===== src/rtl/serial_subtractor.sv =====
// Bit-serial subtractor: computes diff = a - b (mod 2^WIDTH) one bit per
// clock, LSB first, through a single full-subtractor cell and a borrow
// flip-flop. A start/busy/done handshake frames each operation.
module serial_subtractor #(
  parameter int WIDTH = 8
) (
  input  logic             clk,
  input  logic             rst_n,
  input  logic             start,
  input  logic [WIDTH-1:0] a,
  input  logic [WIDTH-1:0] b,
  output logic             busy,
  output logic             done,
  output logic [WIDTH-1:0] diff,
  output logic             borrow
);

  // Counter only needs to reach WIDTH-1, the index of the last bit.
  localparam int CW = (WIDTH > 1) ? $clog2(WIDTH) : 1;
  localparam logic [CW-1:0] LAST_BIT = CW'(WIDTH - 1);

  typedef enum logic [1:0] {
    IDLE,
    RUN,
    DONE
  } state_t;

  state_t           state_q, state_d;
  logic [WIDTH-1:0] a_q, a_d;
  logic [WIDTH-1:0] b_q, b_d;
  logic [WIDTH-1:0] res_q, res_d;
  logic [WIDTH-1:0] diff_q, diff_d;
  logic             br_q, br_d;
  logic             borrow_q, borrow_d;
  logic [CW-1:0]    cnt_q, cnt_d;

  logic aBit;
  logic bBit;
  logic diffBit;
  logic borrowNext;

  // Full-subtractor cell working on the current LSB of both operand shifters.
  always_comb begin
    aBit       = a_q[0];
    bBit       = b_q[0];
    diffBit    = aBit ^ bBit ^ br_q;
    borrowNext = (~aBit & bBit) | (~(aBit ^ bBit) & br_q);
  end

  // Next-state logic: load operands on acceptance, shift one bit per RUN
  // cycle, and publish the result only on the edge that processes the MSB.
  always_comb begin
    state_d  = state_q;
    a_d      = a_q;
    b_d      = b_q;
    res_d    = res_q;
    diff_d   = diff_q;
    br_d     = br_q;
    borrow_d = borrow_q;
    cnt_d    = cnt_q;

    unique case (state_q)
      IDLE: begin
        if (start) begin
          a_d     = a;
          b_d     = b;
          res_d   = '0;
          br_d    = 1'b0;
          cnt_d   = '0;
          state_d = RUN;
        end
      end
      RUN: begin
        res_d = {diffBit, res_q[WIDTH-1:1]};
        a_d   = a_q >> 1;
        b_d   = b_q >> 1;
        br_d  = borrowNext;
        cnt_d = cnt_q + CW'(1);
        if (cnt_q == LAST_BIT) begin
          diff_d   = {diffBit, res_q[WIDTH-1:1]};
          borrow_d = borrowNext;
          state_d  = DONE;
        end
      end
      DONE: begin
        state_d = IDLE;
      end
      default: begin
        state_d = IDLE;
      end
    endcase
  end

  // State and datapath registers; reset abandons any operation in flight.
  always_ff @(posedge clk or negedge rst_n) begin
    if (!rst_n) begin
      state_q  <= IDLE;
      a_q      <= '0;
      b_q      <= '0;
      res_q    <= '0;
      diff_q   <= '0;
      br_q     <= 1'b0;
      borrow_q <= 1'b0;
      cnt_q    <= '0;
    end else begin
      state_q  <= state_d;
      a_q      <= a_d;
      b_q      <= b_d;
      res_q    <= res_d;
      diff_q   <= diff_d;
      br_q     <= br_d;
      borrow_q <= borrow_d;
      cnt_q    <= cnt_d;
    end
  end

  // Handshake flags follow directly from the state; results come from the
  // held output registers so they stay stable between operations.
  always_comb begin
    busy   = (state_q == RUN);
    done   = (state_q == DONE);
    diff   = diff_q;
    borrow = borrow_q;
  end

endmodule


===== config.mk =====
export PLATFORM = sky130hd
export DESIGN_NAME = serial_subtractor
export DESIGN_NICKNAME = d
export VERILOG_FILES = /design/src/rtl/serial_subtractor.sv
export SDC_FILE = /design/constraint.sdc
export NUM_CORES = 1
export LEC_CHECK = 0
export CAP_MARGIN = 25
export CORE_ASPECT_RATIO = 0.5
export CORE_MARGIN = 3
export CORE_UTILIZATION = 55
export CTS_BUF_LIST = sky130_fd_sc_hd__clkbuf_4
export CTS_CLUSTER_DIAMETER = 40
export DETAILED_ROUTE_END_ITERATION = 10
export PLACE_DENSITY = 0.85
export SLEW_MARGIN = 20
export SYNTH_ARGS = -nofsm -noshare
export SYNTH_HDL_FRONTEND = slang
export SYNTH_SLANG_ARGS = --single-unit

===== constraint.sdc =====
create_clock -name clk -period 4.1 [get_ports clk]
set_input_delay 0.82 -clock clk [delete_from_list [all_inputs] [get_ports clk]]
set_output_delay 0.82 -clock clk [all_outputs]
set_load 0.02 [all_outputs]

# --- After elaboration in Yosys (flattened, before gate mapping) ---
# Index checks and enable logic that the tools add are counted.
classes:
  add_sub_neg: 1
  n_eq_ne: 5
  mux: 13
  bitwise: 7
  reduce_logical: 5
ops:
  columns: ["operator", "n"]
  rows:
  - ["8-bit case mux with 2 select lines", 3]
  - ["8-bit 2-to-1 mux", 3]
  - ["3-bit case mux with 2 select lines", 1]
  - ["2-bit AND reduction", 3]
  - ["2-bit 2-to-1 mux", 2]
  - ["2-bit case mux with 2 select lines", 1]
  - ["3-bit by 1-bit adder with 3-bit output, second input constant", 1]
  - ["3-bit == test, second input constant", 1]
  - ["3-bit 2-to-1 mux", 1]
  - ["1-bit bitwise AND", 2]
  - ["2-bit by 1-bit == test with 1-bit output, second input constant", 1]
  - ["2-bit == test, second input constant", 1]
  - ["2-bit zero test", 1]
  - ["2-bit by 1-bit != test with 1-bit output, second input constant", 1]
  - ["2-bit != test, second input constant", 1]
  - ["1-bit NOT", 2]
  - ["1-bit case mux with 2 select lines", 1]
  - ["2-bit nonzero test", 1]
  - ["1-bit bitwise XOR", 2]
  - ["1-bit 2-to-1 mux", 1]
  - ["1-bit bitwise OR", 1]
totals:
  regBits: 39
  in_bits: 19
  out_inout_bits: 11
  word_cells: 39

# --- Logic depth before layout (Yosys ltp) ---
# Gate-level depths: netlist (run 1).
logic_depth:
  depth_word: 5
  ltp_mapped: 6
  mapped_depth_nobuf: 5

# --- Worst setup path before layout (run 1) ---
# Ideal clock, no wire load.
synth_timing:
  kind: "reg2out"
  startpoint: "register state_q[1]"
  endpoint: "output port done"
  t_arrival_ps: 982
  t_required_ps: 3280
  slack_ps: 2298
  path_stages_with_launch: 4
  n_path_buf: 1
  cell_sequence: "dfrtp_1 -> inv_1 -> buf_2 -> nor2_1"
synth_between:
  elab_chain_cells: 1
synth_lines:
  columns: ["element", "line_no", "source"]
  rows:
  - ["start: declaration", "28", "state_t state_q, state_d;"]
  - ["start signal: assignment", "106", "state_q <= state_d;"]
  - ["2-bit == test", "121", "done = (state_q == DONE);"]
  - ["end: declaration", "13", "output logic done,"]
# No other way between the ends.

# --- Worst setup path after layout (run 1) ---
layout_timing:
  startpoint: "register state_q[1]"
  endpoint: "output port busy"
layout_between:
  elab_chain_cells: 1
layout_lines:
  columns: ["element", "line_no", "source"]
  rows:
  - ["2-bit by 1-bit == test with 1-bit output", "120", "busy = (state_q == RUN);"]
  - ["end: declaration", "12", "output logic busy,"]
# No other way between the ends.

==> run summary, run 1 <==
The overall die height is 44.5 um. Summed over all failing endpoints, the final setup total negative slack is 0 ns. For this block, the initial DRC count from the detailed router was 110.

The global-route total usage across every layer came out at 18.5%. The port buffer count is 29. The critical path is of the flip-flop to primary output type. The wire length of the first global-routing pass is 5260 um. The pin slew with the least headroom to its limit is 0.749 ns.

In this run the worst path has a maximum fanout of 17. The number of nets handed over by synthesis was 160. Yosys mapped the design onto 21 distinct sky130hd cell types. The share of the synthesized area in the top cell type is 58.3%. The die boundary width is 83.0 um. The final-report max-slew violation count came out at 0.

The clock latency on the worst-skew pair is 0.34 ns. The count of synthesis-stage warnings from yosys is 0. The worst-case headroom to the max-slew limit came out at 50.0%. The wire-length estimate of the detail-placed layout is 2060 um.

Dividing the detail-routed via count by the number of cells gives 5.75. Setup repair after global routing left no endpoint under its margin. The initial antenna violation count is 0. On the final layout, the worst hold slack is 0.501 ns.

The number of gates given a new drive strength after cts came out at 0. The I/O pin count is 30. Dividing the detail-routed wire length by the instance count gives 15.2 um. The number of H-tree levels is 2. The leakage power summed over all cells came out at 0.864 nW.

The share of power burned in the clock network is 16.8%. The kind of start point of the critical path is a flip-flop. Once the clock tree was built, the setup fixing pass inserted 0 buffers.

The antenna violation net count after detailed routing came out at 0. The hold buffer count at CTS came out at 0. The share of total power in combinational logic is 37.1%.

The clock-pin transition on the worst setup and hold timing paths is 0.11 ns. The first TritonRoute pass finished after 4 iterations. Counting tap cells, the placed design contains a total of 195 instances. The fraction of the cycle the final worst path needs is 73.6%. The share of total power consumed by net switching came out at 35.6%. The area of the die is 3700 um2. The final net count came out at 187. After detailed routing, the total wire length is 3080 um. The number of clock sinks is 38. The clock tree buffer depth came out at 2. At the worst endpoint, the required time is 3.28 ns. The number of hold violations in the final report came out at 0. The effective utilization at floorplan is 60.4%. STA classifies the critical path endpoint as a primary output. Buffers inserted during clock tree synthesis total 5. The pin count of the biggest net entering global routing is 39.

The power density relative to cell area came out at 725 nW/um2. The cell count after synthesis is 138. The average size of a mapped cell came out at 11.8 um2. The worst path needs 3.02 ns of the cycle, external delays included. The global placer's final weighted congestion is 0.775.

The synthesis-to-finish area growth is 20.9%. For this run, the top clock speed supported by timing is 332 MHz. The biggest area contributor in the post-synthesis netlist is sky130_fd_sc_hd__dfrtp_1. Detailed routing inserted a total of 1,161 vias. The sum of internal, switching and leakage power came out at 0.00143 W. The signal arrival time at the worst endpoint came out at 2.20 ns.

The synthesized netlist occupies a cell area of 1630 um2. The flow ran to the end, and the final reports show no timing, DRC or antenna violations. The total net switching power came out at 0.000510 W. The via count of the first global-routing pass is 1,170. The end-of-flow core utilization came out at 73.1%. The tool flagged a number of max-cap violations equal to 0. Counting the fill cells in the layout gives 195. The non-filler instance count after layout is 202. The synthesized flop and latch total is 38. The number of setup violations in the final report came out at 0. By area the synthesized netlist is led by sky130_fd_sc_hd__dfrtp_1, sky130_fd_sc_hd__o22ai_1, sky130_fd_sc_hd__a22o_1, sky130_fd_sc_hd__a21oi_1, sky130_fd_sc_hd__mux2_2. VDD sags by at most 0.425 mV. The sequential share of power is 46.1%. The clock tree from TritonCTS is built. The DRC violations left is 0.

The repair_antennas step left the layout with diodes totalling 0. The library cell used most frequently in the layout, excluding fill and tap cells, is sky130_fd_sc_hd__dfrtp_1. The total overflow left after global routing is 0. The final clock skew came out at 0.0105 ns.

The sequential cell area fraction in the yosys report came out at 58.3%. The worst hold path belongs to the class flip-flop to flip-flop. The share of post-route cells with drive strength above 1 is 9.70%.

In this run the core area contains 13 standard-cell rows. The library cells used most frequently in the layout, excluding fill and tap cells, are sky130_fd_sc_hd__dfrtp_1, sky130_fd_sc_hd__clkdlybuf4s50_1, sky130_fd_sc_hd__o22ai_1. CTS placed an instance of sky130_fd_sc_hd__clkbuf_4 at the clock tree root. The cell-internal power is 0.000920 W.

The standard cell core area is 2700 um2.
## registers in the layout, summed over array words and instances, names as in the netlist
signal and count:
borrow 1, b_q 8, a_q 8, state_q 2, br_q 1, diff 8, cnt_q 3, res_q 7
## metal layers
metal	track usage (%)	vias up	share of wire, %
met5	0	-	0
met2	28.5	31	47
met1	23.9	558	46
li1	-	568	-
met3	6.69	4	6.0
met4	8.47	0	1.5
## power by group through the flow
stage                     combinational [W]  sequential, W  clock (W)
final                              0.000530       0.000659   0.000241
after global routing               0.000588       0.000680   0.000262
after CTS                          0.000537       0.000658   0.000247
after detailed placement           0.000536       0.000665          0
after global placement             0.000513       0.000659          0
after floorplan                    0.000374       0.000666          0
## final cells by class
class                      count  area (um2)  area share [%]
inverter                       6        22.5            1.14
clock buffer                   5        37.5            1.90
clock inverter                 2        33.8            1.71
sequential                    38         951            48.2
tap                           37        46.3            2.35
multi-input combinational     84         584            29.6
timing repair buffer          30         298            15.1
## critical path: stages, from the launching register on
cell,delay (ns)
sky130_fd_sc_hd__dfrtp_1,0.47
sky130_fd_sc_hd__nand2b_1,0.45
sky130_fd_sc_hd__inv_2,0.29
sky130_fd_sc_hd__clkdlybuf4s50_1,0.65
## path summary, 6_finish.rpt
path | slack (ns) | from | cells past startpoint | to
min reg2reg | 0.50 | diff[7]$_DFFE_PN0P_ | 1 | diff[7]$_DFFE_PN0P_
min | 0.50 | diff[7]$_DFFE_PN0P_ | 1 | diff[7]$_DFFE_PN0P_
max reg2reg | 2.51 | state_q[1]$_DFFE_PN0P_ | 3 | res_q[2]$_DFFE_PN0P_
min in group asynchronous | 0.88 | rst_n | 2 | a_q[4]$_DFFE_PN0P_
max | 1.08 | state_q[1]$_DFFE_PN0P_ | 3 | busy
max in group asynchronous | 2.88 | rst_n | 2 | diff[1]$_DFFE_PN0P_
## synth_stat cells
library cell,number
sky130_fd_sc_hd__nand3b_4,1
sky130_fd_sc_hd__o21ai_0,7
sky130_fd_sc_hd__a21oi_1,15
sky130_fd_sc_hd__o22ai_1,28
sky130_fd_sc_hd__fa_1,1
sky130_fd_sc_hd__buf_1,1
sky130_fd_sc_hd__nand2_1,5
sky130_fd_sc_hd__dfrtp_1,38
sky130_fd_sc_hd__o21bai_1,1
sky130_fd_sc_hd__nor2b_1,2
sky130_fd_sc_hd__nand2b_2,1
sky130_fd_sc_hd__nor2_1,3
sky130_fd_sc_hd__inv_2,1
sky130_fd_sc_hd__buf_2,5
sky130_fd_sc_hd__nand2b_1,1
sky130_fd_sc_hd__ha_1,2
sky130_fd_sc_hd__inv_1,5
sky130_fd_sc_hd__mux2_2,6
sky130_fd_sc_hd__mux2_1,2
sky130_fd_sc_hd__buf_6,4
sky130_fd_sc_hd__a22o_1,9
## logic make-up (layout without fill, tap and decap cells)
group / after synthesis / count (layout) / share of synthesized area [%]
AOI/OAI and AO/OA: 60 / 60 / 22.8
DFF: 38 / 38 / 58.3
buffers and inverters: 16 / 43 / 5.90
and+or+nand+nor: 13 / 13 / 4.75
muxes: 8 / 8 / 5.52
adders and majority gates: 3 / 3 / 2.76
## through the flow
| step | area (um2) | setup slack, ns |
|---|---|---|
| 6_report | 1970 | 1.08 |
| 4_1_cts | 1970 | 1.05 |
| 3_3_place_gp | 1900 | 1.47 |
| 5_1_grt | 1970 | 0.926 |
| 2_1_floorplan | 1630 | 2.30 |
| 3_5_place_dp | 1900 | 1.43 |
Note: power is estimated with default switching activity, not from simulation.
==> inputs of run 2 (changes only) <==
--- a/config.mk
+++ b/config.mk
@@ -8,11 +8,11 @@
 export CAP_MARGIN = 25
 export CORE_ASPECT_RATIO = 0.5
 export CORE_MARGIN = 3
-export CORE_UTILIZATION = 55
+export CORE_UTILIZATION = 53
 export CTS_BUF_LIST = sky130_fd_sc_hd__clkbuf_4
 export CTS_CLUSTER_DIAMETER = 40
 export DETAILED_ROUTE_END_ITERATION = 10
-export PLACE_DENSITY = 0.85
+export PLACE_DENSITY = 0.83
 export SLEW_MARGIN = 20
 export SYNTH_ARGS = -nofsm -noshare
 export SYNTH_HDL_FRONTEND = slang
==> constraint.sdc (replaced) <==
create_clock -name clk -period 3.09 [get_ports clk]
set_input_delay 0.618 -clock clk [delete_from_list [all_inputs] [get_ports clk]]
set_output_delay 0.618 -clock clk [all_outputs]
set_load 0.02 [all_outputs]
==> run 2 against run 1 <==
Effect of this change:
- via count increased by 4.9%
- total power increased by 42%
- clock-buffer cell count unchanged
- die area increased by 3.4%
- clock power increased by 73%
==> run summary, run 2 (synthesis gave the netlist of run 1 again) <==
The run finished with clean final reports. Counting I/O delays and the setup requirement, the final critical path takes 2.51 ns. For the pin with the worst max-slew slack, the measured transition is 0.673 ns. The CTS buffer count is 5.

The sum of internal, switching and leakage power is 0.00203 W. The required time at the endpoint of the critical path came out at 2.47 ns. In this run the most critical hold path is launched from borrow$_DFFE_PN0P_. The wire length of the first global-routing pass came out at 5630 um. The filler cell count in the final layout came out at 200. The estimated wirelength of the detail-placed design came out at 2070 um. The synthesis-to-finish area growth is 23.7%. Leaving out fill and tap cells, the most frequent cell in the layout is sky130_fd_sc_hd__dfrtp_1. The antenna diode count is 0. The worst pin sits at a relative slew slack of 55.0%.

The clock latency on the worst-skew pair came out at 0.35 ns. Setup violations remaining at the end of the flow were counted as 0. The final clock skew is 0.00846 ns.

The leakage power summed over all cells came out at 0.888 nW. The port buffer count came out at 29. The endpoint identified for the worst register-to-register timing path is diff[0]$_DFFE_PN0P_. The effective utilization at floorplan came out at 59.0%. STA puts the critical path data arrival time at 1.90 ns. The tool flagged a number of max-cap violations equal to 0. The post-CTS setup-driven buffer insertion count came out at 0.

The register-to-register path setup slack came out at 1.62 ns. After the first detailed-routing iteration, the DRC count stood at 45. The number of cell instances on the worst register-to-register path came out at 4. The critical path's slowest cell is sky130_fd_sc_hd__clkdlybuf4s50_1.

The leftover overflow at the end of global routing came out at 0. For this run, the slowest stage of the critical path takes 0.61 ns. Once detail routing completed, the nets flagged for antenna violations numbered 0. The root buffer cell chosen for the clock tree is sky130_fd_sc_hd__clkbuf_4. The length of the first detailed-routing pass in iterations came out at 4. Global routing consumed, over all layers together, 19.4% of the routing resources. The DRC violations left came out at 0.

The overall die height is 45.2 um. Setup repair after global routing left no endpoint under its margin. The maximum clock rate came out at 398 MHz. For hold timing, the worst endpoint is borrow$_DFFE_PN0P_. In this run the critical register-to-register path is launched from cnt_q[0]$_DFFE_PN0P_. The top cell types in the final layout, fill and taps aside, are sky130_fd_sc_hd__dfrtp_1, sky130_fd_sc_hd__clkdlybuf4s50_1, sky130_fd_sc_hd__o22ai_1.

The type of the worst setup path is flip-flop to primary output. The number of gates given a new drive strength after cts is 0. The final net count is 189.

The area of the die is 3820 um2. The peak supply drop is 0.440 mV. The final-report max-slew violation count is 0. The worst hold path cell count is 2. The via count of the first global-routing pass came out at 1,226. The number of H-tree levels is 2. The min-delay analysis places its worst path in the category flip-flop to flip-flop. The overall via count from detail_route is 1,218. The initial antenna violation count came to 0. Traced cell by cell, the critical path runs through inv_1, nor2_1, clkdlybuf4s50_1. The total area inside the core boundary comes to 2770 um2. CTS saw 38 sinks. The routed design has 3350 um of wire. The clock tree buffer depth is 2. The floorplan step set the die width to 84.5 um. The number of placement rows is 13. The fraction of the cycle the final worst path needs is 81.3%. For this design, the CTS-stage hold fixing added 0 buffers.

The power density relative to cell area is 1000 nW/um2. 30 I/O pins were placed. The worst setup path is launched from a flip-flop. The pin count of the biggest net entering global routing came out at 39. The mean number of vias per cell is 5.94. The summed negative setup slack over all endpoints is 0 ns. STA classifies the critical path endpoint as a primary output. In the final layout, the share of cells above drive strength 1 is 11.3%. The clock-pin transition on the worst setup and hold timing paths is 0.12 ns.

The average wire per standard cell came out at 16.3 um. In this run the worst path has a maximum fanout of 15. The global placer's final weighted congestion is 0.730. The clock tree from TritonCTS is built. The number of hold violations in the final report came out at 0.
[run 2: cell types whose count changed in the layout (fill, tap and decap cells not counted), sizes merged]
| cell | before | now |
|---|---|---|
| bufinv | 1 | 2 |
| buf | 1 | 3 |
[run 2: worst max-delay path by stage]
stage | end | slack [ns] | startpoint
floorplan | done | 1.49 | state_q[1]$_DFFE_PN0P_
global placement | b_q[1]$_DFFE_PN0P_ | 0.84 | start
detailed placement | b_q[6]$_DFFE_PN0P_ | 0.82 | start
CTS | done | 0.57 | state_q[1]$_DFFE_PN0P_
global route | done | 0.47 | state_q[1]$_DFFE_PN0P_
finish | done | 0.58 | state_q[1]$_DFFE_PN0P_
[run 2: critical path: cells and delay by family (launching register included)]
kind | cells | cell delay [ns]
buffers and inverters | 2 | 0.90
flip-flops | 1 | 0.50
AND/OR/NAND/NOR | 1 | 0.15
[run 2: metal layers]
metal	GRT usage, %	up-vias	routed length [um]
li1	-	573	-
met1	24.7	594	1540
met2	32.4	44	1540
met3	5.10	7	207
met4	8.83	0	53
met5	0	-	0
[run 2: area by class of cell]
| class | instances | area [um2] | area share (%) |
|---|---|---|---|
| clock buffer | 5 | 37.5 | 1.86 |
| timing repair buffer | 32 | 313 | 15.5 |
| multi-input combinational | 84 | 584 | 29.0 |
| tap | 37 | 46.3 | 2.29 |
| clock inverter | 3 | 63.8 | 3.16 |
| sequential | 38 | 951 | 47.1 |
| inverter | 6 | 22.5 | 1.12 |
[run 2: report_power, final]
group          internal, W  switching (W)  leakage [nW]
Sequential        0.000712       0.000170         0.470
Combinational     0.000361       0.000369         0.365
Clock             0.000249       0.000167        0.0528
Total              0.00132       0.000706         0.888
[run 2: per-stage QoR]
step	instance area, um2	setup WS (ns)	utilization, %	cells	hold WS (ns)
floorplan	1630	1.49	-	138	0.322
finish	2020	0.576	73.0	205	0.494
CTS	2020	0.570	73.0	205	0.497
global route	2020	0.471	73.0	205	0.522
global placement	1920	0.844	69.3	197	0.463
detailed placement	1920	0.816	69.3	197	0.470
==> patch (config.mk and constraints of run 1) <==
`b_q` no longer has a reset.
--- a/src/rtl/serial_subtractor.sv
+++ b/src/rtl/serial_subtractor.sv
@@ -96,7 +96,6 @@
     if (!rst_n) begin
       state_q  <= IDLE;
       a_q      <= '0;
-      b_q      <= '0;
       res_q    <= '0;
       diff_q   <= '0;
       br_q     <= 1'b0;
@@ -105,13 +104,16 @@
     end else begin
       state_q  <= state_d;
       a_q      <= a_d;
-      b_q      <= b_d;
       res_q    <= res_d;
       diff_q   <= diff_d;
       br_q     <= br_d;
       borrow_q <= borrow_d;
       cnt_q    <= cnt_d;
     end
+  end
+
+  always_ff @(posedge clk) begin
+    b_q <= b_d;
   end
 
   // Handshake flags follow directly from the state; results come from the
Check against the original RTL: no difference found for any inputs over 10 cycles, from zero or initial values and one cycle with rst_n low; that may be too few to reach the edited logic, so the function may still have changed.
==> patch against run 1 <==
  * First-iteration DRC count fell by 21%
  * Fmax fell by 2.6%
  * Worst setup slack worse by 0.079 ns
  * Sequential cell count stayed put
  * Design area increased by 1.6%
  * Total power rose by 8.7%
  * Largest power group unchanged
  * Synthesized area shrank 1.5%
  * Routed wire length increased by 2.1%
==> patch: results (changes against run 1) <==
post-CTS setup buffer count=0 (unchanged); initial DRC count=87 (was 110); clock-pin transition on the worst setup and hold timing paths=between 0.1 and 0.15 ns; worst slew pin tran=0.753 ns (was 0.749 ns); PostCTS Resize Cnt=0 (unchanged); post-synthesis xor/xnor area fraction=0 (unchanged); total track usage=0.204 (was 0.185); Final nets=170 (was 187); post-synthesis compound-gate area fraction=0.151 (was 0.228); Arr. time, crit path=2.28 ns (was 2.20 ns); routability-driven placement congestion ratio=0.782 (was 0.775); number of library cell types mapped by synthesis=23 (was 21); post-synthesis adder-cell area fraction=0.0280 (was 0.0276); TritonRoute pass-1 iters=4 (unchanged); EDFF count, synth=8 (was 0); ANT cells=0 (unchanged); status=finished clean (unchanged); H-tree depth=2 (unchanged); Fill cells=190 (was 195); # Max-Cap Violations=0 (unchanged); Num CTS Buffers=5 (unchanged); DP Cell Count=178 (was 195); async set-reset flop share out of synthesis=0.789 (was 1.00); Lkg Pwr=0.883 nW (was 0.864 nW); Setup Skew=0.00781 ns (was 0.0105 ns); fraction of synthesized area in multiplexers=0.121 (was 0.0552); largest net degree at the start of global routing=31 (was 39); sequential cell area fraction in the yosys report=0.616 (was 0.583); Synthesized Nets=139 (was 160); later-pin clock latency in the skew report=around 0.35 ns; Port-buffer cells=29 (unchanged); clk buf depth=2 (unchanged); global-route wire length before repair=5340 um (was 5260 um); initial antenna violation count=0 (unchanged); VDD IR max=0.446 mV (was 0.425 mV); Final HPWL DP=2090 um (was 2060 um); Routed WL=3140 um (was 3080 um); Yosys warnings=0 (unchanged); share of layout cells above drive strength 1=0.168 (was 0.0970); non-filler cells, final=186 (was 202); Post-synth top cells=dfrtp_1, o22ai_1, a22o_1 (was dfrtp_1, o22ai_1, a21oi_1, a22o_1, o21ai_0); synth top area cells=dfrtp_1, edfxtp_1, mux2_4 (was dfrtp_1, o22ai_1, a22o_1); CP peak stage delay=0.65 ns (about the same); Synth Area per Inst=13.7 um^2 (was 11.8 um^2); DR vias=1,082 (was 1,161); critical path peak fanout=18 (was 17)
## patch: cell types whose count changed after synthesis, sizes merged
cell and delta:
a21oi -7, and2 +1, buf -4, dfrtp -8
edfxtp +8, inv +2, mux2 +7, nand2 -3
nor2b -1, o21ai -4, o22ai -13, o31ai +1
## patch: power breakdown
| group | internal, W | switching, W |
|---|---|---|
| clock | 0.000188 | 0.000128 |
| combinational | 0.000293 | 0.000265 |
| sequential | 0.000572 | 0.000109 |
## patch: final timing paths
kind	from	to	slack, ns	cells past startpoint
worst max-delay path	state_q[1]$_DFFE_PN0P_	busy	1.00	3
worst max register to register	state_q[0]$_DFFE_PN0P_	b_q[4]$_DFFE_PP_	2.29	2
worst min register to register	borrow$_DFFE_PN0P_	borrow$_DFFE_PN0P_	0.50	2
worst min-delay path	borrow$_DFFE_PN0P_	borrow$_DFFE_PN0P_	0.50	2
max in group asynchronous	rst_n	diff[1]$_DFFE_PN0P_	2.96	2
min in group asynchronous	rst_n	a_q[2]$_DFFE_PN0P_	0.85	2
## patch: cells by family after synthesis
kind of cell | Yosys count
AO/OA/AOI/OAI | 37
AND/OR/NAND/NOR | 10
multiplexers | 15
flip-flops | 38
buffers and inverters | 14
adder cells (fa/ha/maj) | 3
## patch: area by class of cell
type	count	area share
Timing Repair Buffer	30	0.149
Clock inverter	3	0.0318
Tap cell	37	0.0231
Inverter	8	0.0150
Sequential cell	38	0.494
Clock buffer	5	0.0187
Multi-Input combinational cell	65	0.268
## patch: critical path, delay by kind of cell, from the launching register on
family / cells / cell delay (ns)
buffers and inverters: 2 / 0.98
DFF: 1 / 0.44
and+or+nand+nor: 1 / 0.51
## patch: metal layers
metal,GRT usage,up-vias,wire length (um)
met2,0.317,32,1550
met4,0.0795,0,61
met5,0,-,0
li1,-,494,-
met1,0.272,548,1380
met3,0.0650,8,147
## patch: metrics by stage
step / power, W / cell area (um^2) / util / setup slack [ns]
floorplan: 0.00107 / 1610 / - / 2.43
global placement: 0.00121 / 1900 / 0.709 / 1.36
detailed placement: 0.00124 / 1900 / 0.709 / 1.25
CTS: 0.00156 / 2000 / 0.747 / 0.991
global route: 0.00165 / 2000 / 0.747 / 0.856
finish: 0.00155 / 2000 / 0.747 / 1.00
